===== src/rtl/contador_ascendente_modular.sv =====
// Up counter with programmable modulus (limit+1), synchronous load, terminal-count pulse and wrap counter.
// Optional feature: define CONTADOR_SATURATE_EN to hold at limit instead of wrapping to 0.
module contador_ascendente_modular #(
    parameter int width = 4
) (
    input  logic             clk,
    input  logic             reset,
    input  logic             en,
    input  logic             load,
    input  logic [width-1:0] load_val,
    input  logic [width-1:0] limit,
    output logic [width-1:0] y,
    output logic             tc,
    output logic [7:0]       wraps
);

    localparam logic [width-1:0] one = {{(width-1){1'b0}}, 1'b1};

    logic [width-1:0] y_next;
    logic             tc_next;
    logic [7:0]       wraps_next;

    function automatic logic [width-1:0] clamp_to_limit(
        input logic [width-1:0] value,
        input logic [width-1:0] lim
    );
        return (value > lim) ? lim : value;
    endfunction

    function automatic logic [7:0] bump_wraps(input logic [7:0] count);
        // Free-running 8-bit count: 255 rolls over to 0 on purpose.
        return count + 8'd1;
    endfunction

    always_comb begin
        y_next     = y;
        tc_next    = 1'b0;
        wraps_next = wraps;
        if (load) begin
            y_next = clamp_to_limit(load_val, limit);
        end else if (en) begin
`ifdef CONTADOR_SATURATE_EN
            // Terminal event fires once, on the edge that first lands on limit.
            if (y < limit) begin
                y_next = y + one;
                if ((y + one) == limit) begin
                    tc_next    = 1'b1;
                    wraps_next = bump_wraps(wraps);
                end
            end else if (y > limit) begin
                y_next     = limit;
                tc_next    = 1'b1;
                wraps_next = bump_wraps(wraps);
            end
`else
            // y >= limit also covers limit lowered below the current count.
            if (y < limit) begin
                y_next = y + one;
            end else begin
                y_next     = '0;
                tc_next    = 1'b1;
                wraps_next = bump_wraps(wraps);
            end
`endif
        end
    end

    always_ff @(posedge clk) begin
        if (reset) begin
            y     <= '0;
            tc    <= 1'b0;
            wraps <= 8'd0;
        end else begin
            y     <= y_next;
            tc    <= tc_next;
            wraps <= wraps_next;
        end
    end

endmodule


===== config.mk =====
export PLATFORM = sky130hd
export DESIGN_NAME = contador_ascendente_modular
export DESIGN_NICKNAME = d
export VERILOG_FILES = /design/src/rtl/contador_ascendente_modular.sv
export SDC_FILE = /design/constraint.sdc
export NUM_CORES = 1
export LEC_CHECK = 0
export ABC_AREA = 1
export CORE_MARGIN = 2
export CORE_UTILIZATION = 54
export CTS_BUF_LIST = sky130_fd_sc_hd__clkbuf_8
export CTS_CLUSTER_DIAMETER = 100
export DETAILED_ROUTE_END_ITERATION = 10
export PLACE_DENSITY = 0.87
export SYNTH_ARGS = -nofsm -noshare
export SYNTH_HDL_FRONTEND = slang
export SYNTH_SLANG_ARGS = --single-unit

===== constraint.sdc =====
create_clock -name clk -period 4.15 [get_ports clk]
set_input_delay 0.83 -clock clk [delete_from_list [all_inputs] [get_ports clk]]
set_output_delay 0.83 -clock clk [all_outputs]
set_load 0.05 [all_outputs]

==> reports/metrics.cfg, run 1 <==
[cells_and_area]
drive_gt1_share_pct=13.33
layout-area-overhead-vs-synth_pct=30.75
final_nets=187
num_antenna_cells=0
final_cell_mix=inv_1, nand2_1, clkdlybuf4s50_1
final_common_cell=inv_1
postLayoutCellArea_um2=1309

[worst_setup_path]
worstPathArrival_ns=1.52
required_ns=3.32
path_class=reg -> out
crit_chain=clkdlybuf4s50_1
critPathSlowestCell=clkdlybuf4s50_1
crit_family=buffers and inverters
cp_num_buf_inv=1
cpPeakStageDelay_ns=0.85
cp-start-kind=flop
regToRegSetupSlack_ns=2.66
worstPathMaxFanout=5
critPathCaptureType=output pin

[floorplanning]
ios=25
dieWidth_um=47.06
initial_core_util_pct=57.97
core_um2=1727
row_count=15
die_h_um=47.06
die_area_um2=2214

[cts]
ctsResizeCount=0
ctsHoldBuffers=0
clk-insertion-delay-late_ns=0.24
clkTransAtPathRegs_ns=0.05
cts.sinks=13
cts_setup_buffers=0
htree_levels=1
tritoncts=done
numCtsBuffers=3
cts.root.buffer_cell=clkbuf_8
clockBufferDepth=2

[place]
dpl.hpwl_mm=1.717
gp_congestion=0.8646
postPlaceCellArea_um2=1264
portBuffers=24
pre_cts_slack_ns=1.602

[power_and_ir_drop]
leakagePower_nw=0.6041
ir_drop_uv=231.9
p_total_mw=0.3542
power_density_nw_per_um2=270.6

[global_route]
grt_overflow=0
grt_pass1_wl_mm=3.912
grt_pass1_vias=946
track_usage_pct=24.90
antenna_found_initial=0
grt_max_degree=12

[outcome]
status=completed

[timing]
worst_pin_slew_ns=0.5526
max_freq_mhz=425.4
min_period_ns=2.351
drv_slew=0
period_share_pct=56.65
setup_violations=0
rsz0062_at_grt=no
finClkSkew_ns=0.0008420
hold_violations=0
relSlewSlack_pct=63.04
holdWs_ns=0.5077
setup_slack_ns=1.799
finalSetupTns_ns=0

[yosys]
ys_async_sr_fraction_pct=0
synthFlopType=dfxtp_1
synth-edff-count=0
yosys_warnings=0
syn_nets=160
synth_seq_cells=13
postSynthAreaPerCell_um2=7.201
ys_seq_area_share_pct=26.00
ys_types=22
syn-cell-area_um2=1001
netlist_instances=139

[detailed_routing]
viasPerCell=5.168
drtPass1Iterations=4
drc=0
vias=982
ant_nets=0
wire_per_inst_um=12.02
drtIter0Drc=41
wl_mm=2.283

[hold_path]
hp-class=reg -> reg

[flow_run]
cap_violations=0

through the flow:
stage	util, %	std cells
final	75.80	190
after global routing	75.80	190
after CTS	75.80	190
after detailed placement	73.19	186
after global placement	73.19	186
after floorplan	-	139
kinds of logic after synthesis:
logic type | synth area share (%)
and+or+nand+nor | 34.62
AOI/OAI and AO/OA | 13.50
buffers and inverters | 10.25
xor gates and xnor gates | 4.376
DFF | 26.00
adders and majority gates | 11.25
registers in the layout, summed over array words and instances (netlist names):
| register | count |
|---|---|
| y | 4 |
| wraps | 8 |
| tc | 1 |
where the power goes:
part           total, mW  switching (mW)  internal, mW
combinational      0.109          0.0680        0.0409
sequential         0.137         0.00681         0.130
clock              0.108          0.0433        0.0652
cell type report:
class	instances	area [um2]
multi-input cells	99	638.1
fillers	140	417.9
flip-flops and latches	13	260.3
repair buffers	24	240.2
inverters	25	93.84
clock buffers	3	41.29
well taps	25	31.28
clock inverters	1	3.754
routing by layer:
layer	wire length [um]	global-route usage (%)	vias up
met5	0	0	-
met4	51	8.889	0
met3	66	5.769	10
met2	1169	45.48	24
met1	996	28.04	442
li1	-	-	506
Yosys cell counts, types with 2 or more instances:
cell type,instances,area (um2)
xnor2_1,2,17.52
a21oi_2,6,52.55
xor2_1,3,26.28
nor2_1,8,30.03
o21ai_2,3,26.28
a21oi_1,6,30.03
nand3_1,21,105.1
nand2_4,2,22.52
inv_1,25,93.84
nand2_2,2,12.51
nand4_1,4,25.02
nand3_2,2,20.02
dfxtp_1,13,260.3
ha_1,9,112.6
o21ai_0,2,10.01
nand2_1,25,93.84
worst paths after layout:
kind	cells after the start	to	start
max	1	wraps[2]	wraps[2]
min	2	wraps[7]	wraps[7]
max reg2reg	8	wraps[5]	y[3]
min reg2reg	2	wraps[7]	wraps[7]
Note: power is estimated with default switching activity, not from simulation.
==> inputs of run 2 (changes only) <==
--- a/config.mk
+++ b/config.mk
@@ -7,11 +7,11 @@
 export LEC_CHECK = 0
 export ABC_AREA = 1
 export CORE_MARGIN = 2
-export CORE_UTILIZATION = 54
+export CORE_UTILIZATION = 50
 export CTS_BUF_LIST = sky130_fd_sc_hd__clkbuf_8
 export CTS_CLUSTER_DIAMETER = 100
 export DETAILED_ROUTE_END_ITERATION = 10
-export PLACE_DENSITY = 0.87
+export PLACE_DENSITY = 0.81
 export SYNTH_ARGS = -nofsm -noshare
 export SYNTH_HDL_FRONTEND = slang
 export SYNTH_SLANG_ARGS = --single-unit
==> constraint.sdc (replaced) <==
create_clock -name clk -period 2.3 [get_ports clk]
set_input_delay 0.46 -clock clk [delete_from_list [all_inputs] [get_ports clk]]
set_output_delay 0.46 -clock clk [all_outputs]
set_load 0.05 [all_outputs]
==> run 2 against run 1 <==
Sequential share of layout area fell by 0.15 points. Clock skew rose by 0.0013 ns. Power rose by 82%. Core utilization fell by 7.2 points. Worst hold slack improved by 0.018 ns. Count of clock-buffer cells in the layout did not move. Combinational power rose by 79%. Critical endpoint is now y[0]. Highest routed layer unchanged.
==> reports/metrics.cfg, run 2 (synthesized netlist as in run 1, its figures left out) <==
[outcome]
status=completed

[worst_setup_path]
required_ns=1.84  ; -1.48 ns
crit_family=buffers and inverters
cp_num_buf_inv=1  ; unchanged
cp-start-kind=flop
worstPathMaxFanout=5  ; unchanged
crit_chain=clkdlybuf4s50_1
critPathCaptureType=output pin
cpPeakStageDelay_ns=0.85  ; about the same
critPathSlowestCell=clkdlybuf4s50_1
path_class=reg -> out
worstPathArrival_ns=1.53  ; about the same

[cells_and_area]
num_antenna_cells=0  ; unchanged
final_cell_mix=inv_1, nand2_1, clkdlybuf4s50_1
final_common_cell=inv_1
final_nets=188  ; +0.53%
largest_register_ffs=8  ; unchanged
reg_top3=wraps x8, y x4, tc x1
layout.cells.non_filler=193  ; +1.6%
layout-area-overhead-vs-synth_pct=31.75
top_register=wraps
drive_gt1_share_pct=13.86  ; +0.52 points

[place]
pre_cts_slack_ns=0.1640  ; -1.438 ns
portBuffers=24  ; unchanged
dp_cells=189  ; +1.6%
gp_congestion=0.8984  ; +3.9%
dpl.hpwl_mm=1.803  ; +5.0%

[floorplanning]
die_h_um=48.74  ; +3.6%
ios=25  ; unchanged
initial_core_util_pct=52.08  ; -5.9 points
dieWidth_um=48.74  ; +3.6%
die_area_um2=2376  ; +7.3%
row_count=16  ; +1
core_um2=1922  ; +11%

[cts]
htree_levels=1  ; unchanged
cts.root.buffer_cell=clkbuf_8
ctsHoldBuffers=0  ; unchanged
cts_setup_buffers=0  ; unchanged
clockBufferDepth=2  ; unchanged
tritoncts=done
numCtsBuffers=3  ; unchanged
clkTransAtPathRegs_ns=0.06  ; about the same
clk-insertion-delay-late_ns=0.25  ; about the same
ctsResizeCount=0  ; unchanged
cts.sinks=13  ; unchanged

[power_and_ir_drop]
power_density_nw_per_um2=489.7  ; +81%
leakagePower_nw=0.6089  ; +0.80%
internal_power_mw=0.4272  ; +81%
pwr-share-comb_pct=30.2  ; -0.5 points
swShare_pct=33.86  ; +0.53 points
p_sw_mw=0.2187  ; +85%
clkPwrFrac_pct=31.6  ; +1.0 points
ir_drop_uv=394.2  ; +70%
seqPwrFrac_pct=38.3  ; -0.3 points

[timing]
finalSetupTns_ns=0  ; unchanged
rsz0062_at_grt=no
relSlewSlack_pct=66.26  ; +3.2 points
period_share_pct=86.72
finClkSkew_ns=0.002142  ; +0.001300 ns
setup_slack_ns=0.3054  ; -1.494 ns
drv_slew=0  ; unchanged
max_freq_mhz=501.3
hold_violations=0  ; unchanged
worst_pin_slew_ns=0.5045  ; -0.04806 ns
min_period_ns=1.995
setup_violations=0  ; unchanged

[detailed_routing]
drtPass1Iterations=4  ; unchanged
ant_nets=0  ; unchanged
viasPerCell=5.104  ; -1.3%
wl_mm=2.300  ; +0.74%
wire_per_inst_um=11.92  ; -0.82%
drc=0  ; unchanged
drtIter0Drc=17  ; -59%
vias=985  ; +0.31%

[global_route]
grt_overflow=0  ; unchanged
grt_pass1_wl_mm=4.209  ; +7.6%
track_usage_pct=22.45  ; -2.4 points
antenna_found_initial=0  ; unchanged
grt_max_degree=11  ; -1
grt_pass1_vias=1017  ; +7.5%

[hold_path]
hp-class=reg -> reg

[flow_run]
cap_violations=0  ; unchanged

run 2: through the flow:
| stage | area (um2) | hold slack [ns] | total power, mW | util (%) |
|---|---|---|---|---|
| after detailed placement | 1274 | 0.5153 | 0.4454 | 66.28 |
| after floorplan | 1001 | 0.6361 | 0.3842 | - |
| final | 1319 | 0.5258 | 0.6458 | 68.62 |
| after CTS | 1319 | 0.5224 | 0.6504 | 68.62 |
| after global placement | 1274 | 0.5071 | 0.4393 | 66.28 |
| after global routing | 1319 | 0.5505 | 0.6854 | 68.62 |
run 2: final timing paths:
kind	startpoint	endpoint	depth (start not counted)	slack (ns)
hold / removal	wraps[5]	wraps[5]	2	0.53
setup reg to reg	y[1]	wraps[7]	8	0.85
hold reg to reg	wraps[5]	wraps[5]	2	0.53
setup / recovery	y[0]	y[0]	1	0.31
run 2: power by group through the flow:
stage	logic (mW)	clock network (mW)	registers, mW
2_1_floorplan	0.104	0	0.280
3_3_place_gp	0.188	0	0.251
3_5_place_dp	0.194	0	0.252
4_1_cts	0.195	0.208	0.247
5_1_grt	0.215	0.222	0.248
6_report	0.195	0.204	0.247
run 2: final cells by class:
type                    instances  area [um2]
clock buffers                   3       41.29
clock inverters                 1       3.754
fillers                       163       603.1
inverters                      25       93.84
multi-input cells              99       638.1
flip-flops and latches         13       260.3
well taps                      27       33.78
repair buffers                 25       247.7
run 2: layer usage:
metal	share of wire [%]	GRT usage (%)	up-vias
met5	0	0	-
met4	1.9	8.571	0
met3	6.0	6.790	10
met2	50	39.04	39
met1	42	25.68	432
li1	-	-	504
==> inputs of run 3 (changes only) <==
--- a/config.mk
+++ b/config.mk
@@ -7,11 +7,11 @@
 export LEC_CHECK = 0
 export ABC_AREA = 1
 export CORE_MARGIN = 2
-export CORE_UTILIZATION = 50
+export CORE_UTILIZATION = 45
 export CTS_BUF_LIST = sky130_fd_sc_hd__clkbuf_8
 export CTS_CLUSTER_DIAMETER = 100
 export DETAILED_ROUTE_END_ITERATION = 10
-export PLACE_DENSITY = 0.81
+export PLACE_DENSITY = 0.74
 export SYNTH_ARGS = -nofsm -noshare
 export SYNTH_HDL_FRONTEND = slang
 export SYNTH_SLANG_ARGS = --single-unit
==> run 3 against run 2 <==
Fmax increased by 0.93%. Clock power shrank 4%. Count of clock-buffer cells in the layout stayed put. Register-to-register slack barely moved. Global-route usage is 3.9 points lower.
==> reports/metrics.cfg, run 3 (synthesized netlist as in run 1, its figures left out) <==
[outcome]
status=completed

[timing]
finClkSkew_ns=0.008240  ; +0.006098 ns
setup_slack_ns=0.3238  ; +0.01843 ns
holdWs_ns=0.5165  ; -0.009305 ns
relSlewSlack_pct=66.78  ; +0.53 points
worst_pin_slew_ns=0.4967  ; -0.007857 ns
drv_slew=0  ; unchanged
hold_violations=0  ; unchanged
rsz0062_at_grt=no
setup_violations=0  ; unchanged
min_period_ns=1.976  ; -0.01843 ns
finalSetupTns_ns=0  ; unchanged
period_share_pct=85.92  ; -0.80 points
max_freq_mhz=506.0  ; +0.93%

[cts]
clkTransAtPathRegs_ns=0.06  ; about the same
numCtsBuffers=3  ; unchanged
clk-insertion-delay-late_ns=0.24  ; about the same
clockBufferDepth=2  ; unchanged
ctsHoldBuffers=0  ; unchanged
cts.root.buffer_cell=clkbuf_8
htree_levels=1  ; unchanged
tritoncts=done
cts.sinks=13  ; unchanged
ctsResizeCount=0  ; unchanged
cts_setup_buffers=0  ; unchanged

[cells_and_area]
largest_register_ffs=8  ; unchanged
reg_top3=wraps x8, y x4, tc x1
final_common_cell=inv_1
final_nets=188  ; unchanged
layout-area-overhead-vs-synth_pct=31.88  ; about the same
num_antenna_cells=0  ; unchanged
top_register=wraps
final_cell_mix=inv_1, nand2_1, clkdlybuf4s50_1
drive_gt1_share_pct=13.86  ; unchanged
postLayoutCellArea_um2=1320  ; about the same

[worst_setup_path]
cpPeakStageDelay_ns=0.84  ; about the same
path_class=reg -> out
crit_family=buffers and inverters
worstPathMaxFanout=5  ; unchanged
worstPathArrival_ns=1.52  ; about the same
critPathSlowestCell=clkdlybuf4s50_1
cp_num_buf_inv=1  ; unchanged
critPathCaptureType=output pin
cp-start-kind=flop
required_ns=1.84  ; about the same
crit_chain=clkdlybuf4s50_1

[power_and_ir_drop]
p_total_mw=0.6334  ; -1.9%
leakagePower_nw=0.6089  ; unchanged
ir_drop_uv=438.5  ; +11%
power_density_nw_per_um2=479.8  ; -2.0%

[floorplanning]
die_area_um2=2618  ; +10%
ios=25  ; unchanged
core_um2=2148  ; +12%
dieWidth_um=51.17  ; +5.0%
row_count=17  ; +1
die_h_um=51.17  ; +5.0%
initial_core_util_pct=46.59  ; -5.5 points

[detailed_routing]
drc=0  ; unchanged
ant_nets=0  ; unchanged
drtIter0Drc=15  ; -2
wl_met1_mm=1.061  ; +11%
highest_layer=met4
vias=932  ; -5.4%
wl_mm=2.106  ; -8.4%
drtPass1Iterations=4  ; unchanged
viasPerCell=4.804  ; -5.9%
wl_met3_um=65  ; -53%
wire_per_inst_um=10.86  ; -8.9%
wl_met2_um=967  ; -16%

[flow_run]
cap_violations=0  ; unchanged

[place]
postPlaceCellArea_um2=1275  ; about the same
portBuffers=24  ; unchanged
gp_congestion=0.8717  ; -3.0%
dpl.hpwl_mm=1.712  ; -5.0%
pre_cts_slack_ns=0.1465  ; -0.01752 ns

[global_route]
grt_overflow=0  ; unchanged
antenna_found_initial=0  ; unchanged
track_usage_pct=18.57  ; -3.9 points
grt_pass1_wl_mm=3.753  ; -11%
grt_max_degree=11  ; unchanged
grt_pass1_vias=872  ; -14%

[hold_path]
hp-class=reg -> reg

## run 3: cell counts in the layout (fill, tap and decap cells not counted)
Identical to the previous run, type by type.
## run 3: area by class of cell
| type | instances | area, um2 |
|---|---|---|
| fillers | 207 | 828.3 |
| multi-input cells | 99 | 638.1 |
| flip-flops and latches | 13 | 260.3 |
| repair buffers | 25 | 247.7 |
| well taps | 28 | 35.03 |
| inverters | 25 | 93.84 |
| clock buffers | 3 | 41.29 |
| clock inverters | 1 | 3.754 |
## run 3: final timing paths
path	startpoint	endpoint	slack (ns)	cells after the start
worst max register to register	y[3]	wraps[1]	0.86	8
worst max-delay path	wraps[2]	wraps[2]	0.32	1
worst min register to register	wraps[7]	wraps[7]	0.52	2
worst min-delay path	wraps[7]	wraps[7]	0.52	2
## run 3: metal layers
| layer | global-route usage, % | up-vias |
|---|---|---|
| met4 | 4.054 | 0 |
| met2 | 30.95 | 14 |
| li1 | - | 505 |
| met1 | 24.77 | 411 |
| met3 | 3.509 | 2 |
| met5 | 0 | - |
## run 3: metrics by stage
step | utilization, % | cells
detailed placement | 59.35 | 190
CTS | 61.44 | 194
global placement | 59.35 | 190
floorplan | - | 139
global route | 61.44 | 194
finish | 61.44 | 194
## run 3: power breakdown
group | total (mW) | internal (mW) | leakage [nW] | switching [mW]
clock network | 0.195 | 0.117 | 0.0269 | 0.0773
registers | 0.247 | 0.235 | 0.106 | 0.0125
logic | 0.191 | 0.0741 | 0.476 | 0.117
